==> config.mk <==
export PLATFORM = sky130hd
export DESIGN_NAME = pipelined_adder_flat
export DESIGN_NICKNAME = d
export VERILOG_FILES = /design/src/rtl/adder_pkg.sv /design/src/rtl/pipelined_adder_if.sv /design/src/rtl/adder_stage.sv /design/src/rtl/pipelined_adder.sv /design/src/flat_wrapper.sv
export SDC_FILE = /design/constraint.sdc
export NUM_CORES = 1
export LEC_CHECK = 0
export CORE_MARGIN = 2
export CORE_UTILIZATION = 30
export CTS_BUF_LIST = sky130_fd_sc_hd__clkbuf_4 sky130_fd_sc_hd__clkbuf_8 sky130_fd_sc_hd__clkbuf_16
export CTS_CLUSTER_SIZE = 20
export DETAILED_ROUTE_END_ITERATION = 8
export SLEW_MARGIN = 25
export SYNTH_ARGS = -nofsm -noshare
export SYNTH_HDL_FRONTEND = slang
export SYNTH_SLANG_ARGS = --single-unit
==> constraint.sdc <==
create_clock -name clk -period 2.7 [get_ports clk]
set_input_delay 0.54 -clock clk [delete_from_list [all_inputs] [get_ports clk]]
set_output_delay 0.54 -clock clk [all_outputs]
set_load 0.01 [all_outputs]
==> src/rtl/adder_pkg.sv <==
// rtl/adder_pkg.sv - shared mode type and sizing helpers for pipelined_adder
package adder_pkg;

   typedef enum logic {
      ADD = 1'b0,
      SUB = 1'b1
   } mode_e;

   function automatic int stages(input int width, input int chunk);
      return width / chunk;
   endfunction

   function automatic bit geometry_ok(input int width, input int chunk);
      return (chunk > 0) && (width >= chunk) && ((width % chunk) == 0);
   endfunction

endpackage

==> src/rtl/pipelined_adder_if.sv <==
// rtl/pipelined_adder_if.sv - operand/result valid-ready bundle for pipelined_adder
interface pipelined_adder_if #(
   parameter int WIDTH = 16
);
   logic             in_valid;
   logic             in_ready;
   logic [WIDTH-1:0] s1;
   logic [WIDTH-1:0] s2;
   logic             c;
   logic             sub;
   logic             out_valid;
   logic             out_ready;
   logic [WIDTH-1:0] sum;
   logic             carry;
   logic             ovf;

   modport master (
      output in_valid, s1, s2, c, sub, out_ready,
      input  in_ready, out_valid, sum, carry, ovf
   );

   modport slave (
      input  in_valid, s1, s2, c, sub, out_ready,
      output in_ready, out_valid, sum, carry, ovf
   );
endinterface

==> src/rtl/adder_stage.sv <==
// rtl/adder_stage.sv - one CHUNK-bit slice of pipelined_adder: slice add, carry out, valid bit
// The slice holding the operand sign bits also registers the signed overflow flag.
module adder_stage #(
   parameter int CHUNK     = 4,
   parameter bit MSB_SLICE = 1'b0
) (
   input  logic             clk,
   input  logic             rst_n,
   input  logic             en,
   input  logic             valid_in,
   input  logic [CHUNK-1:0] a,
   input  logic [CHUNK-1:0] b,
   input  logic             cin,
   output logic             valid,
   output logic [CHUNK-1:0] s,
   output logic             cout,
   output logic             ovf
);
   logic [CHUNK:0] total;

   assign total = {1'b0, a} + {1'b0, b} + {{CHUNK{1'b0}}, cin};

   always_ff @(posedge clk or negedge rst_n) begin
      if (!rst_n) begin
         valid <= 1'b0;
         s     <= '0;
         cout  <= 1'b0;
      end else if (en) begin
         valid <= valid_in;
         s     <= total[CHUNK-1:0];
         cout  <= total[CHUNK];
      end
   end

   if (MSB_SLICE) begin : g_ovf
      always_ff @(posedge clk or negedge rst_n) begin
         if (!rst_n) begin
            ovf <= 1'b0;
         end else if (en) begin
            ovf <= (a[CHUNK-1] == b[CHUNK-1]) && (total[CHUNK-1] != a[CHUNK-1]);
         end
      end
   end else begin : g_no_ovf
      assign ovf = 1'b0;
   end
endmodule

==> src/rtl/pipelined_adder.sv <==
// rtl/pipelined_adder.sv - WIDTH-bit adder computing one CHUNK-bit slice per pipeline stage
// Build option ADDER_SUB_EN: adds the subtract datapath selected per operation by bus.sub.
module pipelined_adder
   import adder_pkg::*;
#(
   parameter int WIDTH = 16,
   parameter int CHUNK = 4
) (
   input logic              clk,
   input logic              rst_n,
   pipelined_adder_if.slave bus
);
   localparam int STAGES = stages(WIDTH, CHUNK);

   if (!geometry_ok(WIDTH, CHUNK)) begin : g_bad_geometry
      $error("pipelined_adder: WIDTH must be a non-zero multiple of CHUNK");
   end

   logic              advance;
   logic [WIDTH-1:0]  b_eff;
   logic [STAGES:0]   valid_v;
   logic [STAGES:0]   carry_v;
   logic [STAGES-1:0] ovf_v;
   logic [WIDTH-1:0]  result;

`ifdef ADDER_SUB_EN
   mode_e mode;

   // Subtract folds into the add: a + ~b + ~borrow_in.
   assign mode       = mode_e'(bus.sub);
   assign b_eff      = (mode == SUB) ? ~bus.s2 : bus.s2;
   assign carry_v[0] = (mode == SUB) ? ~bus.c : bus.c;
`else
   assign b_eff      = bus.s2;
   assign carry_v[0] = bus.c;
`endif

   assign advance    = !valid_v[STAGES] || bus.out_ready;
   assign valid_v[0] = bus.in_valid;

   for (genvar k = 0; k < STAGES; k++) begin : g_slice
      logic [CHUNK-1:0] a_k;
      logic [CHUNK-1:0] b_k;
      logic [CHUNK-1:0] s_k;

      // Operand slice k waits k cycles so it meets the carry from slice k-1.
      if (k == 0) begin : g_in_direct
         assign a_k = bus.s1[CHUNK-1:0];
         assign b_k = b_eff[CHUNK-1:0];
      end else begin : g_in_skew
         logic [CHUNK-1:0] a_q [k];
         logic [CHUNK-1:0] b_q [k];

         always_ff @(posedge clk or negedge rst_n) begin
            if (!rst_n) begin
               for (int i = 0; i < k; i++) begin
                  a_q[i] <= '0;
                  b_q[i] <= '0;
               end
            end else if (advance) begin
               a_q[0] <= bus.s1[k*CHUNK +: CHUNK];
               b_q[0] <= b_eff[k*CHUNK +: CHUNK];
               for (int i = 1; i < k; i++) begin
                  a_q[i] <= a_q[i-1];
                  b_q[i] <= b_q[i-1];
               end
            end
         end

         assign a_k = a_q[k-1];
         assign b_k = b_q[k-1];
      end

      adder_stage #(
         .CHUNK     (CHUNK),
         .MSB_SLICE (k == STAGES - 1)
      ) u_stage (
         .clk      (clk),
         .rst_n    (rst_n),
         .en       (advance),
         .valid_in (valid_v[k]),
         .a        (a_k),
         .b        (b_k),
         .cin      (carry_v[k]),
         .valid    (valid_v[k+1]),
         .s        (s_k),
         .cout     (carry_v[k+1]),
         .ovf      (ovf_v[k])
      );

      // Result slice k waits for the remaining STAGES-1-k slices to finish.
      if (k == STAGES - 1) begin : g_out_direct
         assign result[k*CHUNK +: CHUNK] = s_k;
      end else begin : g_out_skew
         localparam int DLY = STAGES - 1 - k;
         logic [CHUNK-1:0] r_q [DLY];

         always_ff @(posedge clk or negedge rst_n) begin
            if (!rst_n) begin
               for (int i = 0; i < DLY; i++) begin
                  r_q[i] <= '0;
               end
            end else if (advance) begin
               r_q[0] <= s_k;
               for (int i = 1; i < DLY; i++) begin
                  r_q[i] <= r_q[i-1];
               end
            end
         end

         assign result[k*CHUNK +: CHUNK] = r_q[DLY-1];
      end
   end

   assign bus.in_ready  = advance;
   assign bus.out_valid = valid_v[STAGES];
   assign bus.sum       = result;
   assign bus.carry     = carry_v[STAGES];
   // Only the MSB slice drives a non-zero flag.
   assign bus.ovf       = |ovf_v;
endmodule

==> src/flat_wrapper.sv <==
// flat-port wrapper written by rule: the top's interface ports become plain ports
module pipelined_adder_flat import adder_pkg::*;
#(
   parameter int WIDTH = 16,
   parameter int CHUNK = 4
)
  (clk, rst_n, bus_in_valid, bus_s1, bus_s2, bus_c, bus_sub, bus_out_ready, bus_in_ready, bus_out_valid, bus_sum, bus_carry, bus_ovf);
  pipelined_adder_if #(.WIDTH(WIDTH)) bus_i ();
  input logic clk;
  input logic rst_n;
  input wire logic [$bits(bus_i.in_valid)-1:0] bus_in_valid;
  input wire logic [$bits(bus_i.s1)-1:0] bus_s1;
  input wire logic [$bits(bus_i.s2)-1:0] bus_s2;
  input wire logic [$bits(bus_i.c)-1:0] bus_c;
  input wire logic [$bits(bus_i.sub)-1:0] bus_sub;
  input wire logic [$bits(bus_i.out_ready)-1:0] bus_out_ready;
  output wire logic [$bits(bus_i.in_ready)-1:0] bus_in_ready;
  output wire logic [$bits(bus_i.out_valid)-1:0] bus_out_valid;
  output wire logic [$bits(bus_i.sum)-1:0] bus_sum;
  output wire logic [$bits(bus_i.carry)-1:0] bus_carry;
  output wire logic [$bits(bus_i.ovf)-1:0] bus_ovf;
  assign bus_i.in_valid = bus_in_valid;
  assign bus_i.s1 = bus_s1;
  assign bus_i.s2 = bus_s2;
  assign bus_i.c = bus_c;
  assign bus_i.sub = bus_sub;
  assign bus_i.out_ready = bus_out_ready;
  assign bus_in_ready = bus_i.in_ready;
  assign bus_out_valid = bus_i.out_valid;
  assign bus_sum = bus_i.sum;
  assign bus_carry = bus_i.carry;
  assign bus_ovf = bus_i.ovf;
  pipelined_adder #(.WIDTH(WIDTH), .CHUNK(CHUNK)) u_core (.clk(clk), .rst_n(rst_n), .bus(bus_i));
endmodule
==> impl_metrics.ini <==
[run_status]
status = complete, no violations

[worst_hold_path]
hold_class = in -> async

[placement]
hpwl_microns = 4900
place_ws_ns = 0.4131
dp_cells = 664
finalWeightedCongestion = 0.7239
numPortBuffers = 56

[pwr]
p_sw_mw = 1.895
clockPowerShare = 0.227
leakage_nw = 2.582
power_density_nw_per_um2 = 1099
comb_power_share = 0.347
p_int_mw = 3.784
seq_power_share = 0.426
worst_ir_drop_vdd_mv = 0.4258
p_sw_frac = 0.3337

[detailed_routing]
drt-initial-drc-count = 163
post_drt_wl_per_cell_microns = 11.18
routed_wl_microns = 7604
antenna_left = 0
dr.pass1.iters = 4
avgViaCountPerCell = 4.237
num_vias = 2881
drc_errors = 0

[setup_path]
path_max_fanout = 2
startpoint_type = primary input
crit_path_top_delay_cell = clkdlybuf4s50_1
cp.arrival_ns = 1.73
crit_path_end_kind = output port
crit_chain = clkdlybuf4s50_1 -> nor2b_4 -> clkinv_2 -> clkdlybuf4s50_1
critPathMaxStageDelay_ns = 0.57
crit_buf_inv = 3
required_ns = 2.16
critPathKind = in -> out
cp_top_family = buffers and inverters
path_common_cell = clkdlybuf4s50_1

[logic_synthesis]
ys_seq_elements = 97
synth_ff_type = dfrtp_1
syn_area_sq_um = 4200
synthTopCellsByCount = nand2_1 (225), dfrtp_1 (97), o21ai_0 (17)
synth_top_area_frac = 0.5779
synthTopCellsByArea = dfrtp_1 (58%), nand2_1 (20%), fa_1 (3.8%), ha_1 (3.6%), buf_4 (2.3%)
yosys.area.top_type = dfrtp_1
synth_enable_flop_cells = 0
synthAdderAreaFrac = 0.07388
syn_inst = 454
yosysWarnings = 0
syn_avg_cell_area_sq_um = 9.252
ys_types = 27
async_flop_share = 1.000
synth-xor-area-share = 0.01251
syn_nets = 512
synthMostInstantiatedCell = nand2_1
synthSimpleGateAreaFrac = 0.2273
ys_seq_area_frac = 0.5779
synth_top_family_by_area = simple AND/OR/NAND/NOR gates
synthMuxAreaShare = 0
synth_compound_area_frac = 0.05273

[cells_and_area]
nets = 553
drive_above_1_share = 0.04600
multiInputGateArea_sq_um = 1546
fillers = 1445
fin_util = 0.3752
instances_no_fill = 680
regArea_sq_um = 2427
area_growth_pct = 23.03
diodes = 0

[sta]
final.setup.tns_ns = 0
report.final.slew_viol_count = 0
period_minus_slack_ns = 2.271
maxSlewHeadroom = 0.4458
setup_viol = 0
skew_ns = 0.004705
hold_viol_final = 0
min_period_over_period = 0.8410
timing.fmax_mhz = 440.4
tightest_slew_ns = 0.8314
rsz0062_at_grt = false
setup_slack_ns = 0.4292

[global_route]
antenna_found_initial = 0
grt_pass1_vias = 2928
grt_max_degree = 107
overflow = 0
grt_use_total = 0.1130
grt_pass1_wl_microns = 13120

[cts]
htree_levels = 3
cts_setup_buffers = 0
cts_made_buffers = 9
clock_latency_ns = 0.35
cts_tree = built
cts_buffer_depth = 2
clk_pin_slew_ns = 0.06
cts.sinks = 97
root_buffer = clkbuf_16
holdBufCountCts = 0
cts_resized = 0

[die]
fp-row-count = 43
die_x_microns = 122.3
core_area_sq_um = 13770
start_util = 0.3050
design.die.area_sq_um = 14960
fp.dieH_microns = 122.3
io_pins = 58

[job]
maxCapViolCount = 0
==> registers in the layout, indices dropped and copies added, names as in the netlist <==
register	count
u_core.g_slice.g_out_skew.r_q	16
u_core.bus.sum	8
u_core.g_slice.u_stage.ovf	1
u_core.g_slice.a_k	12
u_core.g_slice.u_stage.s	16
u_core.g_slice.u_stage.cout	4
u_core.g_slice.g_in_skew.a_q	12
u_core.g_slice.u_stage.valid	4
u_core.g_slice.g_in_skew.b_q	12
u_core.g_slice.b_k	12
==> power by group through the flow <==
stage,Sequential [mW],Clock [mW],Combinational (mW)
global placement,2.42,0,1.97
finish,2.42,1.29,1.97
global route,2.50,1.40,2.30
CTS,2.43,1.35,2.03
floorplan,2.40,0,1.43
detailed placement,2.45,0,2.03
==> cell type report <==
type                            instances  share of cell area
Clock buffer                           13             0.05061
Clock inverter                          3            0.007748
Inverter                               16             0.01186
Multi-Input combinational cell        312              0.2993
Sequential cell                        97              0.4697
Tap cell                              180             0.04358
Timing Repair Buffer                   59              0.1172
==> worst paths after layout <==
path	start	to	slack (ns)	cells after the start
worst min register to register	u_core.bus.sum[1]	u_core.bus.sum[1]	0.46	2
worst min-delay path	rst_n	u_core.bus.sum[0]	0.18	1
worst max-delay path	bus_out_ready	bus_in_ready	0.43	4
min in group clk	u_core.bus.sum[1]	u_core.bus.sum[1]	0.46	2
max in group asynchronous	rst_n	u_core.g_slice[3].g_in_skew.a_q[11]	1.81	2
worst max register to register	u_core.g_slice[1].u_stage.cout	u_core.g_slice[2].u_stage.cout	0.79	5
==> layer usage <==
metal | vias up | track usage | share of wire | wire, microns
met5 | - | 0 | 0 | 0
met4 | 0 | 0.06250 | 0.025 | 189
met3 | 12 | 0.02463 | 0.041 | 308
met2 | 45 | 0.1896 | 0.48 | 3680
met1 | 1349 | 0.1348 | 0.45 | 3424
li1 | 1475 | - | - | -
==> worst register-to-register path, stage by stage (launching register included) <==
cell      delay [ns]
dfrtp_1         0.40
fa_1            0.46
fa_1            0.42
a21o_1          0.19
a211oi_1        0.24
a21oi_1         0.06
==> per-stage QoR <==
step           instance area, sq um  hold WS, ns  total power [mW]
3_3_place_gp                   4866       0.4480             4.395
2_1_floorplan                  4200       0.2444             3.833
3_5_place_dp                   4866       0.4552             4.474
4_1_cts                        5167       0.2019             5.812
5_1_grt                        5167       0.2301             6.199
6_report                       5167       0.1796             5.678
==> placed cells by master, fill, tap and decap left out, types with 2 or more instances in the layout <==
cell type,netlist,routed
a21o_1,3,3
a21oi_1,13,13
buf_12,0,2
buf_4,13,2
clkbuf_16,0,9
clkbuf_4,0,3
clkdlybuf4s50_1,0,55
clkinv_2,0,3
dfrtp_1,97,97
fa_1,8,8
ha_1,12,12
inv_1,15,15
nand2_1,225,225
nor2_1,12,12
nor2b_1,4,3
nor2b_4,1,2
o21ai_0,17,17
o21ai_1,2,2
xnor2_1,3,3
xor2_1,3,3
==> logic make-up (layout without fill, tap and decap cells) <==
logic type      count (synthesis)  count (layout)
flops                          97              97
fa+ha+maj                      20              20
xor+xnor                        6               6
compound gates                 40              40
buf+inv                        45              91
simple gates                  246             246
No activity file was read; power rests on OpenSTA's default activity.
